**config.mk**
```make
export PLATFORM = sky130hd
export DESIGN_NAME = fpu_instr_sequencer
export DESIGN_NICKNAME = d
export VERILOG_FILES = /design/src/rtl/fpu_instr_sequencer.sv
export SDC_FILE = /design/constraint.sdc
export NUM_CORES = 1
export LEC_CHECK = 0
export CAP_MARGIN = 25
export CORE_UTILIZATION = 46
export DETAILED_ROUTE_END_ITERATION = 12
export PLACE_DENSITY = 0.79
export SKIP_CTS_REPAIR_TIMING = 1
export SLEW_MARGIN = 20
export SYNTH_ARGS = -nofsm -noshare
export SYNTH_HDL_FRONTEND = slang
export SYNTH_SLANG_ARGS = --single-unit
export TNS_END_PERCENT = 20
```
**constraint.sdc**
```tcl
create_clock -name clk -period 3 [get_ports clk]
set_clock_uncertainty 0.2 [all_clocks]
set_input_delay 0.3 -clock clk [delete_from_list [all_inputs] [get_ports clk]]
set_output_delay 0.3 -clock clk [all_outputs]
set_load 0.005 [all_outputs]
```
**src/rtl/fpu_instr_sequencer.sv**
```systemverilog
// fpu_instr_sequencer
// Fetches instructions from a synchronous instruction memory and decodes each one
// into an operand address and a one-hot operation enable for the FPU datapath.
// After each issue it waits for fpu_done before it fetches the next instruction.
// It stops on a halt instruction, at the last memory location, or on abort.

module fpu_instr_sequencer #(
    parameter int INSTR_W = 16,
    parameter int ADDR_W  = 13,
    parameter int OP_W    = 2,
    parameter int PC_W    = 8
) (
    input  logic                 clk,
    input  logic                 rst_n,
    input  logic                 start,
    input  logic                 abort,
    output logic [PC_W-1:0]      imem_addr,
    input  logic [INSTR_W-1:0]   imem_data,
    output logic [ADDR_W-1:0]    dmem_addr,
    output logic [2**OP_W-1:0]   op_en,
    input  logic                 fpu_done,
    output logic                 busy,
    output logic                 halted,
    output logic [PC_W:0]        instr_count
);

    localparam int NUM_OPS = 2**OP_W;

    typedef enum logic [2:0] {
        IDLE,
        FETCH,
        DECODE,
        ISSUE,
        WAIT,
        HALT
    } state_t;

    state_t                state_q;
    state_t                state_d;

    logic [PC_W-1:0]       pc_q;
    logic [PC_W-1:0]       pc_d;
    logic [INSTR_W-1:0]    ir_q;
    logic [INSTR_W-1:0]    ir_d;
    logic [PC_W:0]         count_d;
    logic [PC_W-1:0]       imem_addr_d;
    logic [ADDR_W-1:0]     dmem_addr_d;
    logic [NUM_OPS-1:0]    op_en_d;
    logic                  busy_d;
    logic                  halted_d;
    logic                  pc_last;

    // The instruction register is kept so the last decoded word stays visible
    // for debug. No logic reads it, so its bits are collected here.
    logic                  ir_unused_bits;
    assign ir_unused_bits = ^ir_q;

    assign pc_last = (pc_q == '1);

    // State register
    always_ff @(posedge clk or negedge rst_n) begin
        if (!rst_n) begin
            state_q <= IDLE;
        end else begin
            state_q <= state_d;
        end
    end

    // Next-state selection; abort overrides every other transition
    always_comb begin
        state_d = state_q;
        if (abort) begin
            state_d = IDLE;
        end else begin
            case (state_q)
                IDLE:    if (start) state_d = FETCH;
                FETCH:   state_d = DECODE;
                DECODE:  state_d = imem_data[OP_W] ? HALT : ISSUE;
                ISSUE:   state_d = WAIT;
                WAIT:    if (fpu_done) state_d = pc_last ? HALT : FETCH;
                HALT:    if (start) state_d = FETCH;
                default: state_d = IDLE;
            endcase
        end
    end

    // Next values of the registered outputs and the datapath registers
    always_comb begin
        pc_d        = pc_q;
        ir_d        = ir_q;
        count_d     = instr_count;
        imem_addr_d = imem_addr;
        dmem_addr_d = dmem_addr;
        op_en_d     = '0;
        if (!abort) begin
            case (state_q)
                IDLE, HALT: begin
                    if (start) begin
                        pc_d        = '0;
                        count_d     = '0;
                        imem_addr_d = '0;
                    end
                end
                DECODE: begin
                    ir_d = imem_data;
                    // The address and the enable are loaded from the memory word
                    // on the DECODE edge. This way op_en and its operand address
                    // are both valid in the ISSUE cycle, and the address holds through WAIT.
                    if (!imem_data[OP_W]) begin
                        dmem_addr_d = imem_data[INSTR_W-1 -: ADDR_W];
                        op_en_d     = NUM_OPS'(1) << imem_data[OP_W-1:0];
                    end
                end
                WAIT: begin
                    if (fpu_done) begin
                        count_d = instr_count + (PC_W+1)'(1);
                        if (!pc_last) begin
                            pc_d        = pc_q + PC_W'(1);
                            imem_addr_d = pc_q + PC_W'(1);
                        end
                    end
                end
                default: ;
            endcase
        end
        busy_d   = (state_d inside {FETCH, DECODE, ISSUE, WAIT});
        halted_d = (state_d == HALT);
    end

    // Registered outputs and datapath registers
    always_ff @(posedge clk or negedge rst_n) begin
        if (!rst_n) begin
            pc_q        <= '0;
            ir_q        <= '0;
            instr_count <= '0;
            imem_addr   <= '0;
            dmem_addr   <= '0;
            op_en       <= '0;
            busy        <= 1'b0;
            halted      <= 1'b0;
        end else begin
            pc_q        <= pc_d;
            ir_q        <= ir_d;
            instr_count <= count_d;
            imem_addr   <= imem_addr_d;
            dmem_addr   <= dmem_addr_d;
            op_en       <= op_en_d;
            busy        <= busy_d;
            halted      <= halted_d;
        end
    end

endmodule

```
### Word-level counts from Yosys, hierarchy flattened

Cells that the tools add are included.

* bits in registers: 39
* bits of input ports: 21
* output and inout bits: 36
* word-level logic and storage cells: 49

* add/sub/neg operators: 2
* equal/unequal tests: 14
* shift operators: 1
* multiplexer cells: 16
* bitwise logic cells: 2
* reduce and logical (&&, ||, !) cells: 7

Operators by type and width (number)
* 8-bit 2-to-1 mux: 3
* 9-bit 2-to-1 mux: 2
* 9-bit one-hot mux with 2 select lines: 1
* 8-bit one-hot mux with 2 select lines: 1
* 3-bit 2-to-1 mux: 5
* 3-bit one-hot mux with 5 select lines: 1
* 3-bit by 2-bit == test with 1-bit output, second input constant: 4
* 3-bit == test, second input constant: 4
* 4-bit 2-to-1 mux: 3
* 9-bit by 1-bit adder with 9-bit output, second input constant: 1
* 8-bit by 1-bit adder with 8-bit output, second input constant: 1
* 8-bit == test, second input constant: 1
* 3-bit by 1-bit == test with 1-bit output, second input constant: 2
* 5-bit AND reduction: 1
* 2-bit inequality test, second input constant: 2
* 4-bit AND reduction: 1
* 4-bit nonzero test: 1
* 1-bit by 2-bit left shift with 4-bit output, first input constant: 1
* 3-bit zero test: 1
* 3-bit AND reduction: 1
* 2-bit by 1-bit inequality test with 1-bit output, second input constant: 1
* 1-bit inverter: 2
* 2-bit nonzero test: 1
* 2-bit OR reduction: 1

### Logic depth before layout (Yosys ltp)

Gate-level depths: netlist of the first run.

* word-level depth: 7
* gate-level depth with buffers: 8
* depth with buffers taken out: 6

### Least setup slack after synthesis of the first run

Ideal clock, no wire load.

* kind: register to register
* start: register state_q[0]
* end: register imem_addr[4]
* library setup time: 0.119 ns
* arrival time: 1.837 ns
* data required time: 2.681 ns
* setup slack: 0.844 ns
* cell stages (with the launch flop): 8
* path buffers: 2
* clock period less this slack: 2.156 ns
* cells stage by stage: dfrtp_1 -> buf_2 -> nor3b_4 -> or3b_4 -> a221oi_4 -> buf_6 -> nor4_1 -> o21a_1

* longest elaborated chain between the ends: 4
* elaborated cells on any way between the ends: 10
* those cells by class: eq/ne: 5; mux: 1; reduce/logical: 4

RTL lines
* from (decl): RTL line 38 `state_t state_q;`
* from (signal assigned): RTL line 65 `state_q <= state_d;`
* 3-bit == test / 3-bit zero test (equally long branches): RTL line 96 `case (state_q)`
* 2-bit OR reduction (no source line)
* 2-bit by 1-bit inequality test with 1-bit output (no source line) / 2-bit nonzero test (equally long branches)
* 5-bit AND reduction (no source line)
* to (signal assigned): RTL line 145 `imem_addr <= imem_addr_d;`
* to (decl): RTL line 17 `output logic [PC_W-1:0] imem_addr,`

Parallel ways exist; a longest one is shown, timed or not.
A chain may end at the register's enable or synchronous reset.

### Worst setup path after layout of the first run

* start: register state_q[2]
* end: register imem_addr[5]

The elaborated chain is that of the path after synthesis.

==> metrics.txt, run 1 <==
Syn Inst Count 189; syn avg cell area 9.818 um2; Starting Density 0.4920; fin cells 296; status complete, no violations; clk slew on worst S/H paths 80 ps; Tmin final 2439 ps; Clock Latency Late Sink 290 ps; core box area 3771 um2; die area 4292 um2; CP Cell Sequence nor3b_4, or3b_4, a221oi_4, nor4_1, mux2i_1; Peak VDD IR 362.8 uV; Routed WL 3883 um; worst slew pin tran 838.2 ps; DR iter-0 viols 45; unrepaired setup endpoints after global routing false; Die Ht 65.51 um; HPWL after DPL 2729 um; hold path cells 2; Fin. Hold Viols 0; Slew Viols, Final 0; antenna-violating nets left 0; CTS root buf clkbuf_8; Fill cells 325; final design utilization 0.6778; H-tree depth 2; fin nets 270; met2 Usage GRT 0.3183; setup TNS 0 ps; Post-synth EDFFs 0; I/O Buffers 56; routed len/inst 13.12 um; Clock Sink Count 39; Post-Synth Adder-Cell Area 0.01349; top_reg_cell synth dfrtp_1; CP peak stage delay 560 ps; drt pass-1 iters 4; Global Route Usage Sum 0.2087; syn_nets 212; final setup violation count 0; crit path DAT 2400 ps; commonest non-fill, non-tap cell in the layout clkdlybuf4s50_1; io pins 57; Residual DRC 0; library cells used by synthesis 42; met3 Use GR 0.06771; Worst Reg-to-Reg Cells 5; Multi-input gate area 820.8 um2; met1 usage 0.2765; DP Cell Count 287; PD cells 518.9 nW/um2; width of the chip 65.51 um; Reg area 975.9 um2; fmax 410.0 MHz; GRT overflow 0; initial antenna violation count 0; mapped cell area 1856 um2; row count 22; Final Cycle Share 0.8130; post-synthesis simple-gate area fraction 0.2778; crit path max-delay cell type dfrtp_1; Hold Path Class reg2reg; worst slack at placement 539.6 ps; crit path kind reg2reg; Seq cells post-synth 39; Inserted Diodes 0; Max clock buf depth 2; cts bufs inserted 5; GR peak layer met2; setup ws final 560.9 ps; mux cell area share after synthesis 0.02293; Max Cap Viol 0; static leakage 1.124 nW; crit path max fanout 15; complex-gate fraction of the synthesized area 0.09036; layout cells sized above 1 0.08871; first-pass GRT wire length 6734 um; Fin Hold WS 276.8 ps; Worst slew margin 0.4412; Vias 1518; GPL Wtd Cong 0.8387; Startpoint Class register; pin count of the biggest net entering global routing 40; vias per std cell 5.128; Synth warnings 0; Seq/Total Area, Yosys 0.5260; largest family of logic cells by synthesized area simple AND/OR/NAND/NOR gates; vias in the first global route 1533; CTS tree yes; area growth from synthesis to layout 37.76%; CP Capture Type register; commonest non-fill, non-tap cells in the layout clkdlybuf4s50_1, nand2_1, dfrtp_1; ys async rst share 1.000; Crit path required time 2960 ps; Post-Synth XOR/XNOR Area 0.03776
layer usage:
metal / share of wire / up-vias
met5: 0 / -
met4: 0.021 / 0
met3: 0.064 / 8
met2: 0.44 / 44
met1: 0.48 / 703
li1: - / 763
logic make-up after synthesis:
family / count (synthesis)
AND/OR/NAND/NOR: 106
flip-flops: 39
AO/OA/AOI/OAI: 18
buffers and inverters: 12
XOR/XNOR: 8
multiplexers: 4
adder cells (fa/ha/maj): 2
critical path, delay by kind of cell, from the launching register on:
| family | cells | cell delay [ps] |
|---|---|---|
| AND/OR/NAND/NOR | 3 | 860 |
| flip-flops | 1 | 560 |
| AO/OA/AOI/OAI | 1 | 550 |
| multiplexers | 1 | 150 |
final cells by class:
type | instances | share of cell area
multi-input combinational | 138 | 0.3211
clock inverter | 1 | 0.002937
clock buffer | 7 | 0.03769
sequential | 39 | 0.3818
tap | 48 | 0.02349
inverter | 4 | 0.005874
timing repair buffer | 59 | 0.2271
synthesized netlist by cell type, drive strengths merged, types with 2 or more instances:
library cell | number | share of area
a2bb2oi | 2 | 0.013
and3 | 2 | 0.0067
buf | 4 | 0.016
clkbuf | 4 | 0.0081
dfrtp | 39 | 0.53
ha | 2 | 0.013
inv | 4 | 0.0081
mux2 | 2 | 0.012
mux2i | 2 | 0.011
nand2 | 51 | 0.10
nand2b | 3 | 0.010
nand3 | 7 | 0.019
nand4 | 5 | 0.017
nor2 | 11 | 0.022
nor3 | 9 | 0.024
nor3b | 3 | 0.018
nor4 | 5 | 0.017
o21a | 4 | 0.016
o21ai | 3 | 0.0081
or2 | 2 | 0.0067
or3 | 2 | 0.0067
or3b | 2 | 0.011
or4 | 2 | 0.0081
xnor2 | 8 | 0.038
power by group:
group / internal (mW) / switching [mW] / total (mW)
clock: 0.209 / 0.182 / 0.391
sequential: 0.595 / 0.0474 / 0.642
combinational: 0.179 / 0.113 / 0.293
path summary, 6_finish.rpt:
kind                              start              to  slack, ps
hold reg to reg            dmem_addr[6]    dmem_addr[6]        280
max in group asynchronous         rst_n  instr_count[3]       1630
setup / recovery             state_q[2]    imem_addr[5]        560
hold / removal             dmem_addr[6]    dmem_addr[6]        280
min in group asynchronous         rst_n    dmem_addr[1]        440
setup reg to reg             state_q[2]    imem_addr[5]        560
sequential cells by signal, indices dropped and copies added, names as in the netlist:
signal	cells
dmem_addr	13
instr_count	9
imem_addr	8
op_en	4
state_q	3
busy	1
halted	1
per-stage QoR:
step                cell area, um2  total power [mW]
floorplan                     1856            0.7498
CTS                           2546             1.341
global route                  2556             1.403
global placement              2442            0.9421
finish                        2556             1.326
detailed placement            2442            0.9437
(Power assumes the default switching activity.)
==> run 2, diff against run 1 <==
Settings changed: CORE_UTILIZATION 46 to 42, PLACE_DENSITY 0.79 to 0.76.
Clock period 3 ns to 2.15 ns, I/O delays scaled along.
==> run 2 against run 1 <==
The run now ends with negative setup slack left. Via count up 7.4%. Clock-buffer cell count is 1 lower. Hold slack got worse by 39 ps. Design area increased by 8.1%. Maximum frequency up 11%. Combinational power up 59%. Non-clock buffer count increased by 27. Critical path type unchanged.
==> metrics.txt, run 2 (synthesis gave the netlist of run 1 again) <==
status complete, but fails checks; failing checks negative setup slack; first-pass GRT wire length 6837 um; Clock Latency Late Sink 290 ps; vias in the first global route 1504; Min-Delay Endpoint dmem_addr[6]; Max clock buf depth 2; Fin. Hold Viols 0; Starting Density 0.4509; setup TNS -90.83 ps; Fill cells 338; DP Cell Count 316; I/O Buffers 56; H-tree depth 2; Reg2Reg Launch Point state_q[0]; Residual DRC 0; Fin Hold WS 237.9 ps; fmax 453.7 MHz; area growth from synthesis to layout 48.89%; clk slew on worst S/H paths 80 ps; Vias 1630; Global Route Usage Sum 0.2015; beginning of the critical path state_q[0]; internal reg-to-reg setup slack -50 ps; die area 4687 um2; initial antenna violation count 0; final non-filler cell area 2763 um2; crit path max-delay cell type dfrtp_2; routed len/inst 13.21 um; cts bufs inserted 5; core box area 4115 um2; drt pass-1 iters 4; Worst Reg-to-Reg Cells 7; crit path max fanout 4; CTS tree yes; pin count of the biggest net entering global routing 40; Hold Path Class in2reg; RR Endpoint imem_addr[6]; worst slew pin tran 487.5 ps; CP peak stage delay 440 ps; PD cells 663.6 nW/um2; DR iter-0 viols 91; layout cells sized above 1 0.1855; GRT overflow 0; Peak VDD IR 515.7 uV; final setup violation count 2; unrepaired setup endpoints after global routing true; CTS root buf clkbuf_8; final design utilization 0.6713; width of the chip 68.47 um; Hold Path Origin imem_data[9]; Top Registers dmem_addr: 13 flops, instr_count: 9 flops, imem_addr: 8 flops; crit path DAT 2190 ps; max reg flops 13; Routed WL 4293 um; fin cells 325; CP Capture Type register; vias per std cell 5.015; Worst slew margin 0.6750; GPL Wtd Cong 0.8015; Slew Viols, Final 0; Inserted Diodes 0; fin nets 297; crit path kind reg2reg; Worst path most repeated cell buf_6; Top reg by flops dmem_addr; Startpoint Class register; commonest non-fill, non-tap cell in the layout clkdlybuf4s50_1; Max Cap Viol 0; HPWL after DPL 3056 um; static leakage 1.257 nW; io pins 57; CP Cell Sequence nor3b_4, or3b_4, a221oi_4, buf_6, buf_6, nor3_2, o21a_1; Crit path required time 2140 ps; antenna-violating nets left 0; Clock Sink Count 39; hold path cells 3; Die Ht 68.47 um; setup ws final -53.87 ps; commonest non-fill, non-tap cells in the layout clkdlybuf4s50_1, nand2_1, dfrtp_1; Tmin final 2204 ps; Cell Area, Placed 2648 um2; row count 23; Final Cycle Share 1.025
run 2: power breakdown:
group	leakage, nW	switching, mW	total, mW	internal [mW]
logic	0.691	0.180	0.465	0.285
clock network	0.0412	0.259	0.486	0.227
registers	0.525	0.0526	0.883	0.830
run 2: stage by stage:
stage                     total power [mW]  worst slack (ps)
final                                1.833            -53.87
after global routing                 1.934            -127.2
after CTS                            1.852            -53.38
after detailed placement             1.358            -144.1
after global placement               1.351            -111.0
after floorplan                      1.046             18.44
run 2: worst max-delay path by stage:
| stage | endpoint | slack [ps] | cells past startpoint |
|---|---|---|---|
| 3_3_place_gp | imem_addr[2] | -110 | 7 |
| 4_1_cts | imem_addr[5] | -50 | 7 |
| 3_5_place_dp | imem_addr[5] | -140 | 7 |
| 2_1_floorplan | imem_addr[4] | 20 | 7 |
| 5_1_grt | imem_addr[6] | -130 | 7 |
| 6_report | imem_addr[6] | -50 | 7 |
run 2: cell type report:
class,count,area (um2),area share
Clock inverter,2,12.51,0.004529
Inverter,4,15.01,0.005435
Timing Repair Buffer,86,790.8,0.2862
Sequential cell,39,977.2,0.3537
Clock buffer,6,72.57,0.02627
Tap cell,50,62.56,0.02264
Multi-Input combinational cell,138,832.0,0.3012
run 2: layer usage:
metal / GRT usage / wire length, um
met1: 0.2742 / 2022
met5: 0 / 0
met2: 0.2733 / 1841
met3: 0.07667 / 358
met4: 0.1042 / 72
run 2: worst max-delay path: cells and delay by family, from the launching register on:
kind	cells	cell delay, ps
simple gates	3	670
buf+inv	2	250
compound gates	2	530
flops	1	440
==> run 3, diff against run 2 <==
Settings changed: CORE_ASPECT_RATIO from default to 0.6.
==> run 3 against run 2 <==
The flow now finishes without violations. Wire length grew 2.1%. Register-to-register slack gained 70 ps. Cell count grew 1.8%. Clock power grew 35%. Highest routed layer unchanged.
==> metrics.txt, run 3 (synthesis gave the netlist of run 1 again) <==
static leakage 1.255 nW; die area 4697 um2; DR iter-0 viols 69; Clock Sink Count 39; setup ws final 18.84 ps; final non-filler cell area 2793 um2; Hold Path Class in2reg; commonest non-fill, non-tap cell in the layout clkdlybuf4s50_1; drt pass-1 iters 4; commonest non-fill, non-tap cells in the layout clkdlybuf4s50_1, nand2_1, dfrtp_1; Fill cells 324; CTS root buf clkbuf_8; pin count of the biggest net entering global routing 28; first-pass GRT wire length 6906 um; Starting Density 0.4453; fmax 469.2 MHz; I/O Buffers 56; Die Ht 53.49 um; Top Registers dmem_addr: 13 flops, instr_count: 9 flops, imem_addr: 8 flops; Startpoint Class register; crit path kind reg2reg; unrepaired setup endpoints after global routing true; Max clock buf depth 2; crit path max fanout 15; Vias 1611; Multi-input gate area 838.3 um2; CTS tree yes; vias per std cell 4.867; H-tree depth 2; internal reg-to-reg setup slack 20 ps; HPWL after DPL 3210 um; Crit path required time 2140 ps; clk slew on worst S/H paths 90 ps; GRT overflow 0; Slew Viols, Final 0; Clock Latency Late Sink 300 ps; initial antenna violation count 0; worst slew pin tran 588.0 ps; Fin. Hold Viols 0; max reg flops 13; cts bufs inserted 5; layout cells sized above 1 0.1808; final setup violation count 0; Residual DRC 0; row count 18; crit path DAT 2120 ps; Peak VDD IR 405.4 uV; worst slack at placement -202.6 ps; setup TNS 0 ps; GPL Wtd Cong 0.8258; Tmin final 2131 ps; Routed WL 4384 um; Reg area 977.2 um2; Max Cap Viol 0; Top reg by flops dmem_addr; Cell Area, Placed 2643 um2; status complete, no violations; routed len/inst 13.24 um; fin nets 293; area growth from synthesis to layout 50.51%; antenna-violating nets left 0; Worst slew margin 0.6080; PD cells 715.2 nW/um2; core box area 4167 um2; Inserted Diodes 0; CP Capture Type register; io pins 57; Tot Pwr 1.997 mW; width of the chip 87.81 um; vias in the first global route 1463; Final Cycle Share 0.9912; Global Route Usage Sum 0.2013
run 3: path summary, 6_finish.rpt:
kind,to,cells after the start,from
min in group asynchronous,dmem_addr[5],2,rst_n
max in group asynchronous,imem_addr[1],3,rst_n
min reg2reg,dmem_addr[11],2,dmem_addr[11]
max,imem_addr[6],6,state_q[1]
min,dmem_addr[0],3,imem_data[3]
max reg2reg,imem_addr[6],6,state_q[1]
run 3: worst max-delay path, stage by stage (launching register included):
cell and delay [ps]:
dfrtp_1 440, nor3b_4 270, or3b_4 450, a221oi_4 280, buf_12 170, nor3_1 50
o21a_1 160
run 3: power by group:
group / leakage [nW] / switching, mW / total (mW) / internal [mW]
Clock: 0.0618 / 0.273 / 0.655 / 0.382
Combinational: 0.668 / 0.176 / 0.459 / 0.282
Sequential: 0.525 / 0.0540 / 0.884 / 0.830
Total: 1.26 / 0.503 / 2.00 / 1.49
run 3: stage by stage:
step,std cells,util,hold slack [ps]
CTS,330,0.6634,-278.2
floorplan,189,-,-280.6
detailed placement,322,0.6342,48.25
global route,331,0.6703,241.2
global placement,322,0.6342,51.82
finish,331,0.6703,234.0
run 3: routing by layer:
| layer | GRT usage | vias to the layer above | routed length, um | share of wire |
|---|---|---|---|---|
| li1 | - | 812 | - | - |
| met3 | 0.05460 | 3 | 199 | 0.045 |
| met2 | 0.2894 | 41 | 1931 | 0.44 |
| met1 | 0.2903 | 755 | 2238 | 0.51 |
| met4 | 0.06557 | 0 | 15 | 0.0034 |
| met5 | 0 | - | 0 | 0 |
run 3: final cells by class:
class                           count  area share
Sequential cell                    39      0.3499
Multi-Input combinational cell    138      0.3002
Timing Repair Buffer               82      0.2742
Clock buffer                        6     0.02957
Tap cell                           60     0.02688
Clock inverter                      2     0.01389
Inverter                            4    0.005376
